File: src/rtl/line_fetch.sv
// line_fetch: fetches one video line from DDR as 4-halfword bursts (two 32-bit
// words each) into a word FIFO and streams it out as 16-bit pixels.
//   clk133_p, rst            : clock, async active-high reset
//   lineStart, lineIndex     : start fetching line lineIndex (restarts any line)
//   reqValid/reqReady/reqAddr: burst request handshake, halfword address
//   rdValid, rdData          : returned read words, upper pixel first
//   pixRead/pixValid/pixData : registered pixel stream to the consumer
//   lineDone                 : every burst of the current line has returned
// Build option: define LINE_FETCH_UNDERFLOW_EN to add the sticky 'underflow'
// output (consumer read an empty stream while the line was still in flight).
module line_fetch #(
    parameter int unsigned PIXELS_PER_LINE = 640,
    parameter int unsigned FIFO_WORDS      = 16
) (
    input  logic        clk133_p,
    input  logic        rst,
    input  logic        lineStart,
    input  logic [9:0]  lineIndex,
    output logic        reqValid,
    input  logic        reqReady,
    output logic [23:0] reqAddr,
    input  logic        rdValid,
    input  logic [31:0] rdData,
    input  logic        pixRead,
    output logic        pixValid,
    output logic [15:0] pixData,
`ifdef LINE_FETCH_UNDERFLOW_EN
    output logic        underflow,
`endif
    output logic        lineDone
);
    localparam int unsigned BURSTS  = PIXELS_PER_LINE / 4;
    localparam int unsigned BURST_W = $clog2(BURSTS + 1);
    localparam int unsigned PTR_W   = $clog2(FIFO_WORDS);
    localparam int unsigned CNT_W   = $clog2(FIFO_WORDS + 1);

    typedef enum logic [1:0] {S_IDLE, S_REQ, S_WAIT, S_DONE} state_t;

    state_t               state_q, state_d;
    logic [BURST_W-1:0]   burst_q, burst_d;
    logic [23:0]          base_q, base_d;
    logic                 word_q, word_d;      // words of current burst received
    logic [1:0]           drain_q, drain_d;    // stale words still owed by DDR
    logic [PTR_W-1:0]     wr_ptr_q, wr_ptr_d, rd_ptr_q, rd_ptr_d;
    logic [CNT_W-1:0]     count_q, count_d;
    logic [15:0]          pix_data_q, pix_data_d, low_q, low_d;
    logic                 pix_valid_q, pix_valid_d, low_valid_q, low_valid_d;
    logic                 req_valid_q, req_valid_d;
    logic [23:0]          req_addr_q, req_addr_d;
    logic                 line_done_q, line_done_d;
    logic                 fifo_we, fifo_re, flush, pop;
    logic [31:0]          fifo_head;
    logic [31:0]          mem [FIFO_WORDS];

    assign fifo_head = mem[rd_ptr_q];

    // Word FIFO storage
    always_ff @(posedge clk133_p) begin
        if (fifo_we) mem[wr_ptr_q] <= rdData;
    end

    // State and datapath registers
    always_ff @(posedge clk133_p or posedge rst) begin
        if (rst) begin
            state_q     <= S_IDLE;
            burst_q     <= '0;
            base_q      <= '0;
            word_q      <= 1'b0;
            drain_q     <= '0;
            wr_ptr_q    <= '0;
            rd_ptr_q    <= '0;
            count_q     <= '0;
            pix_data_q  <= '0;
            pix_valid_q <= 1'b0;
            low_q       <= '0;
            low_valid_q <= 1'b0;
            req_valid_q <= 1'b0;
            req_addr_q  <= '0;
            line_done_q <= 1'b0;
        end else begin
            state_q     <= state_d;
            burst_q     <= burst_d;
            base_q      <= base_d;
            word_q      <= word_d;
            drain_q     <= drain_d;
            wr_ptr_q    <= wr_ptr_d;
            rd_ptr_q    <= rd_ptr_d;
            count_q     <= count_d;
            pix_data_q  <= pix_data_d;
            pix_valid_q <= pix_valid_d;
            low_q       <= low_d;
            low_valid_q <= low_valid_d;
            req_valid_q <= req_valid_d;
            req_addr_q  <= req_addr_d;
            line_done_q <= line_done_d;
        end
    end

    // Next-state, FIFO control and pixel output stage
    always_comb begin
        state_d     = state_q;
        burst_d     = burst_q;
        base_d      = base_q;
        word_d      = word_q;
        drain_d     = drain_q;
        fifo_we     = 1'b0;
        fifo_re     = 1'b0;
        flush       = 1'b0;
        pix_data_d  = pix_data_q;
        pix_valid_d = pix_valid_q;
        low_d       = low_q;
        low_valid_d = low_valid_q;
        pop         = pixRead && pix_valid_q;

        if (rdValid && drain_q != 2'd0) drain_d = drain_q - 2'd1;

        unique case (state_q)
            S_REQ: begin
                if (req_valid_q && reqReady) begin
                    state_d = S_WAIT;
                    word_d  = 1'b0;
                end
            end
            S_WAIT: begin
                if (rdValid) begin
                    fifo_we = 1'b1;
                    if (word_q) begin
                        word_d  = 1'b0;
                        burst_d = burst_q + BURST_W'(1);
                        state_d = (burst_d == BURST_W'(BURSTS)) ? S_DONE : S_REQ;
                    end else begin
                        word_d = 1'b1;
                    end
                end
            end
            default: ;
        endcase

        // A new line overrides everything; words still owed for a burst that
        // is in flight are counted so they can be dropped on arrival.
        if (lineStart) begin
            flush   = 1'b1;
            fifo_we = 1'b0;
            if (state_q == S_WAIT)
                drain_d = 2'd2 - {1'b0, word_q} - {1'b0, rdValid};
            else if (state_q == S_REQ && req_valid_q && reqReady)
                drain_d = 2'd2;
            state_d = S_REQ;
            burst_d = '0;
            word_d  = 1'b0;
            base_d  = 24'(lineIndex) * 24'(PIXELS_PER_LINE);
        end

        // Output stage: upper half goes out first, lower half waits in low_q
        if (flush) begin
            pix_valid_d = 1'b0;
            low_valid_d = 1'b0;
        end else if (!pix_valid_q || pop) begin
            if (low_valid_q) begin
                pix_data_d  = low_q;
                pix_valid_d = 1'b1;
                low_valid_d = 1'b0;
            end else if (count_q != '0) begin
                fifo_re     = 1'b1;
                pix_data_d  = fifo_head[31:16];
                low_d       = fifo_head[15:0];
                low_valid_d = 1'b1;
                pix_valid_d = 1'b1;
            end else begin
                pix_valid_d = 1'b0;
            end
        end

        count_d = count_q;
        if (fifo_we && !fifo_re)      count_d = count_q + CNT_W'(1);
        else if (!fifo_we && fifo_re) count_d = count_q - CNT_W'(1);
        wr_ptr_d = fifo_we ? wr_ptr_q + PTR_W'(1) : wr_ptr_q;
        rd_ptr_d = fifo_re ? rd_ptr_q + PTR_W'(1) : rd_ptr_q;
        if (flush) begin
            count_d  = '0;
            wr_ptr_d = '0;
            rd_ptr_d = '0;
        end

        // Request only with room for a whole burst; no writes happen in REQ,
        // so once raised the request stays stable until accepted.
        req_valid_d = (state_d == S_REQ) && (drain_d == 2'd0) &&
                      (count_d <= CNT_W'(FIFO_WORDS - 2));
        req_addr_d  = req_valid_d ? base_d + 24'({burst_d, 2'b00}) : req_addr_q;
        line_done_d = (state_d == S_DONE);
    end

    assign reqValid = req_valid_q;
    assign reqAddr  = req_addr_q;
    assign pixValid = pix_valid_q;
    assign pixData  = pix_data_q;
    assign lineDone = line_done_q;

`ifdef LINE_FETCH_UNDERFLOW_EN
    localparam int unsigned PIX_W = $clog2(PIXELS_PER_LINE);

    logic [PIX_W-1:0] pix_cnt_q;
    logic             in_line_q;
    logic             underflow_q;

    // Sticky underflow while the line still has pixels left to deliver
    always_ff @(posedge clk133_p or posedge rst) begin
        if (rst) begin
            pix_cnt_q   <= '0;
            in_line_q   <= 1'b0;
            underflow_q <= 1'b0;
        end else if (lineStart) begin
            pix_cnt_q   <= '0;
            in_line_q   <= 1'b1;
            underflow_q <= 1'b0;
        end else begin
            if (in_line_q && pixRead && !pix_valid_q) underflow_q <= 1'b1;
            if (in_line_q && pop) begin
                pix_cnt_q <= pix_cnt_q + PIX_W'(1);
                if (pix_cnt_q == PIX_W'(PIXELS_PER_LINE - 1)) in_line_q <= 1'b0;
            end
        end
    end

    assign underflow = underflow_q;
`endif

endmodule

File: config.mk
export PLATFORM = sky130hd
export DESIGN_NAME = line_fetch
export DESIGN_NICKNAME = d
export VERILOG_FILES = /design/src/rtl/line_fetch.sv
export SDC_FILE = /design/constraint.sdc
export NUM_CORES = 1
export LEC_CHECK = 0
export BUFFER_PORTS_ARGS = -buffer_cell sky130_fd_sc_hd__buf_2
export CAP_MARGIN = 20
export CORE_AREA = 4 4 220 222
export DETAILED_ROUTE_END_ITERATION = 8
export DIE_AREA = 0 0 224 226
export PLACE_DENSITY = 0.72
export SKIP_CTS_REPAIR_TIMING = 1
export SLEW_MARGIN = 15
export SYNTH_ARGS = -nofsm -noshare
export SYNTH_HDL_FRONTEND = slang
export SYNTH_SLANG_ARGS = --single-unit
File: constraint.sdc
create_clock -name clk133_p -period 12.7 [get_ports clk133_p]
set_clock_uncertainty 0.2 [all_clocks]
set_input_delay 1.27 -clock clk133_p [delete_from_list [all_inputs] [get_ports clk133_p]]
set_output_delay 1.27 -clock clk133_p [all_outputs]
set_load 0.005 [all_outputs]
==> impl_results.md <==
* Status: complete, no violations
* FP Rows at 79
* Final Util at 0.621
* Final period util at 0.370
* Sequential cell area fraction in the yosys report at 0.714
* Startpoint types: flip-flop
* Die Height at 226 µm
* Period minus WS final at 4700 ps
* Gr ovfl total at 0
* Switching part of the total at 0.263
* # DRC at 0
* CP required at 13060 ps
* Synth Flop Type: edfxtp_1
* Routability Congestion at 0.823
* R2r setup slk at 8000 ps
* P_int at 0.00398 W
* Final ANT Viol Nets at 0
* Sequential share of power at 0.456
* Endpoint of the worst hold path: pixData[3]
* Top cells by area, synth: edfxtp_1 61%, dfrtp_1 11%, mux4_2 9.9%
* Top cell type's share of synthesized area at 0.606
* Initial DRC count at 1649
* Root Driver: clkbuf_16
* Critical path data arrival time at 5060 ps
* Worst ir drop on vdd at 159 µV
* I/O pins at 91
* Worst setup EP type: flip-flop
* Drt pass-1 iters at 5
* RSZ-0062 raised after global routing: false
* Post-synth top area cell: edfxtp_1
* Starting Density at 0.547
* Drt via density at 6.22
* Setup violators final at 0
* Routed vias at 13700
* Max Cap Viol at 0
* Final wirelength at 56400 µm
* Power, Total at 0.00539 W
* Hold path startpoint: pixData[3]
* Layout cells sized above 1 at 0.269
* PD cells at 187 nW/µm²
* Hold Path Depth at 2
* Async SR Flop Fraction at 0.177
* Hold Path Class: flip-flop to flip-flop
* Clk pin slew, worst setup/hold paths at 60 ps
* CTS Buf Count at 60
* Syn Inst Count at 1426
* Largest net degree at the start of global routing at 70
* GRT Total Usage at 0.225
* Core area at 46400 µm²
* # clock sinks at 622
* Number of global-route vias before repair at 13700
* Max clock buf depth at 3
* Worst R2R Path Depth at 16
* CTS H-tree depth at 2
* Worst slew margin at 0.281
* Layout net count at 1626
* Die area at 50600 µm²
* Initial antenna violation count at 5
* Unique masters post-synth at 67
* Syn_nets at 1513
* WL/cell at 25.6 µm
* Area growth syn-to-layout at 13.4%
* Yosys warning count at 0
* Detailed Place HPWL at 31000 µm
* Pleak at 9.90 nW
* Comb pwr share at 0.191
* Slew at the pin with the worst max-slew slack at 1080 ps
* Die width at 224 µm
* Final Hold Fails at 0
* P_sw at 0.00142 W
* Slew Viols, Final at 0
* Fillers at 3222
* Maximum fanout along the worst path at 10
* Clock network fraction of total power at 0.353
* Max Clk Rate at 213 MHz
* Setup TNS at 0 ps
* Crit Path Class: flip-flop to flip-flop
* Port bufs at 90
* First-pass GRT wire length at 85500 µm
* Reg2Reg Launch Point: state_q[0]
* Clk Latency, worst-skew pair at 650 ps
* Avg Inst Size Synth at 17.8 µm²
* TritonCTS clock tree: built
* EDFF count, synth at 512
* #FFs+latches synth at 622
* Reg-to-reg endpoint: reqAddr[20]
* Post-Syn Area at 25400 µm²
==> area by class of cell <==
| cell class | count | area [µm²] | share of cell area |
|---|---|---|---|
| antenna | 1 | 2.50 | 0.0000869 |
| clock inverter | 41 | 522 | 0.0181 |
| tap | 607 | 759 | 0.0264 |
| inverter | 26 | 100 | 0.00348 |
| timing repair buffer | 119 | 668 | 0.0232 |
| multi-input combinational | 710 | 6990 | 0.243 |
| sequential | 622 | 18100 | 0.630 |
| clock buffer | 72 | 1610 | 0.0559 |
==> layer usage <==
| layer | track usage | wire length, µm | vias up | part of all wire |
|---|---|---|---|---|
| li1 | - | - | 5925 | - |
| met1 | 0.325 | 23400 | 7096 | 0.41 |
| met2 | 0.358 | 27400 | 541 | 0.49 |
| met3 | 0.0381 | 4090 | 109 | 0.072 |
| met4 | 0.0704 | 1470 | 6 | 0.026 |
| met5 | 0 | 47 | - | 0.00083 |
==> cell usage in the layout, fill, tap and decap left out, types with 10 or more instances in the layout <==
| master | n |
|---|---|
| nand2_1 | 52 |
| clkbuf_16 | 61 |
| inv_1 | 25 |
| bufinv_16 | 11 |
| o21ai_0 | 80 |
| mux2i_1 | 52 |
| buf_2 | 90 |
| dfrtp_1 | 107 |
| mux4_2 | 112 |
| edfxtp_1 | 512 |
| mux2_2 | 55 |
| nor2_1 | 34 |
| ha_1 | 37 |
| nor2_4 | 13 |
| a22oi_1 | 18 |
| nor2b_1 | 20 |
| a21oi_1 | 48 |
| nand3_1 | 26 |
| a221oi_1 | 17 |
| xor2_1 | 12 |
| buf_4 | 29 |
| and3_1 | 10 |
| xnor2_1 | 20 |
| clkinv_2 | 18 |
==> worst max path at each step <==
stage | cells past startpoint | slack [ps] | startpoint | endpoint
floorplan | 15 | 7310 | lineStart | reqAddr[20]
global route | 16 | 7510 | state_q[0] | reqAddr[20]
finish | 16 | 8000 | state_q[0] | reqAddr[20]
global placement | 15 | 7570 | rdValid | reqAddr[20]
detailed placement | 15 | 7490 | rdValid | reqAddr[20]
CTS | 16 | 8030 | state_q[0] | reqAddr[20]
==> cell usage after synthesis (all sizes together), types with 2 or more instances <==
cell     count
edfxtp     512
mux4       112
dfrtp      110
o21ai       81
mux2        56
nand2       54
mux2i       52
a21oi       48
nor2        47
ha          37
buf         35
clkbuf      33
inv         26
nand3       26
nor2b       21
xnor2       20
a22oi       18
a221oi      17
xor2        12
and3        10
nor3        10
nand4        8
a31oi        6
o21a         6
or3          6
or4          6
a211o        5
a211oi       4
a21o         4
and2         4
o31ai        4
or2          4
o22ai        3
a2111oi      2
a21boi       2
a311oi       2
fa           2
nand2b       2
o211ai       2
o311ai       2
==> power groups by stage <==
| stage | Clock (W) | Sequential (W) | Combinational (W) |
|---|---|---|---|
| 5_1_grt | 0.00203 | 0.00248 | 0.00113 |
| 2_1_floorplan | 0 | 0.00242 | 0.000799 |
| 6_report | 0.00190 | 0.00246 | 0.00103 |
| 3_5_place_dp | 0 | 0.00250 | 0.00103 |
| 4_1_cts | 0.00193 | 0.00246 | 0.00104 |
| 3_3_place_gp | 0 | 0.00250 | 0.00101 |
==> flip-flops by register name (all words and copies together), names as in the netlist <==
register and count:
mem 512, base_q 24, reqAddr 24, low_q 16
pixData 16, burst_q 8, count_q 5, rd_ptr_q 4
wr_ptr_q 4, drain_q 2, state_q 2, lineDone 1
low_valid_q 1, pixValid 1, reqValid 1, word_q 1
==> per-stage QoR <==
step | std cells | hold slack [ps] | instance area, µm² | setup WS (ps)
final | 2198 | 274 | 28800 | 8000
after global routing | 2197 | 289 | 28800 | 7510
after CTS | 2197 | 281 | 28800 | 8030
after detailed placement | 2084 | 267 | 26700 | 7490
after global placement | 2084 | 261 | 26700 | 7570
after floorplan | 1426 | 269 | 25400 | 7310
==> cells by family (layout without fill, tap and decap cells) <==
group / after synthesis / count (layout) / share of synthesized area
other: 0 / 1 / 0
XOR/XNOR: 32 / 32 / 0.0110
adder cells (fa/ha/maj): 39 / 39 / 0.0198
flip-flops: 622 / 622 / 0.714
AO/OA/AOI/OAI: 216 / 216 / 0.0544
buffers and inverters: 94 / 258 / 0.0152
multiplexers: 220 / 220 / 0.145
AND/OR/NAND/NOR: 203 / 203 / 0.0403
==> critical path: stages, from the launching register on <==
cell and delay (ps):
dfrtp_1 410, inv_1 70, ha_1 310, nand2_1 300, nor2_1 250, and3_1 250, nand2_1 80, xor2_1 140
nor2_1 80, ha_1 410, nand2_1 80, o21ai_0 310, o221a_2 290, nand3_1 160, or4_4 620, or4_1 510
a31oi_1 160
No activity file was read; power rests on OpenSTA's default activity.
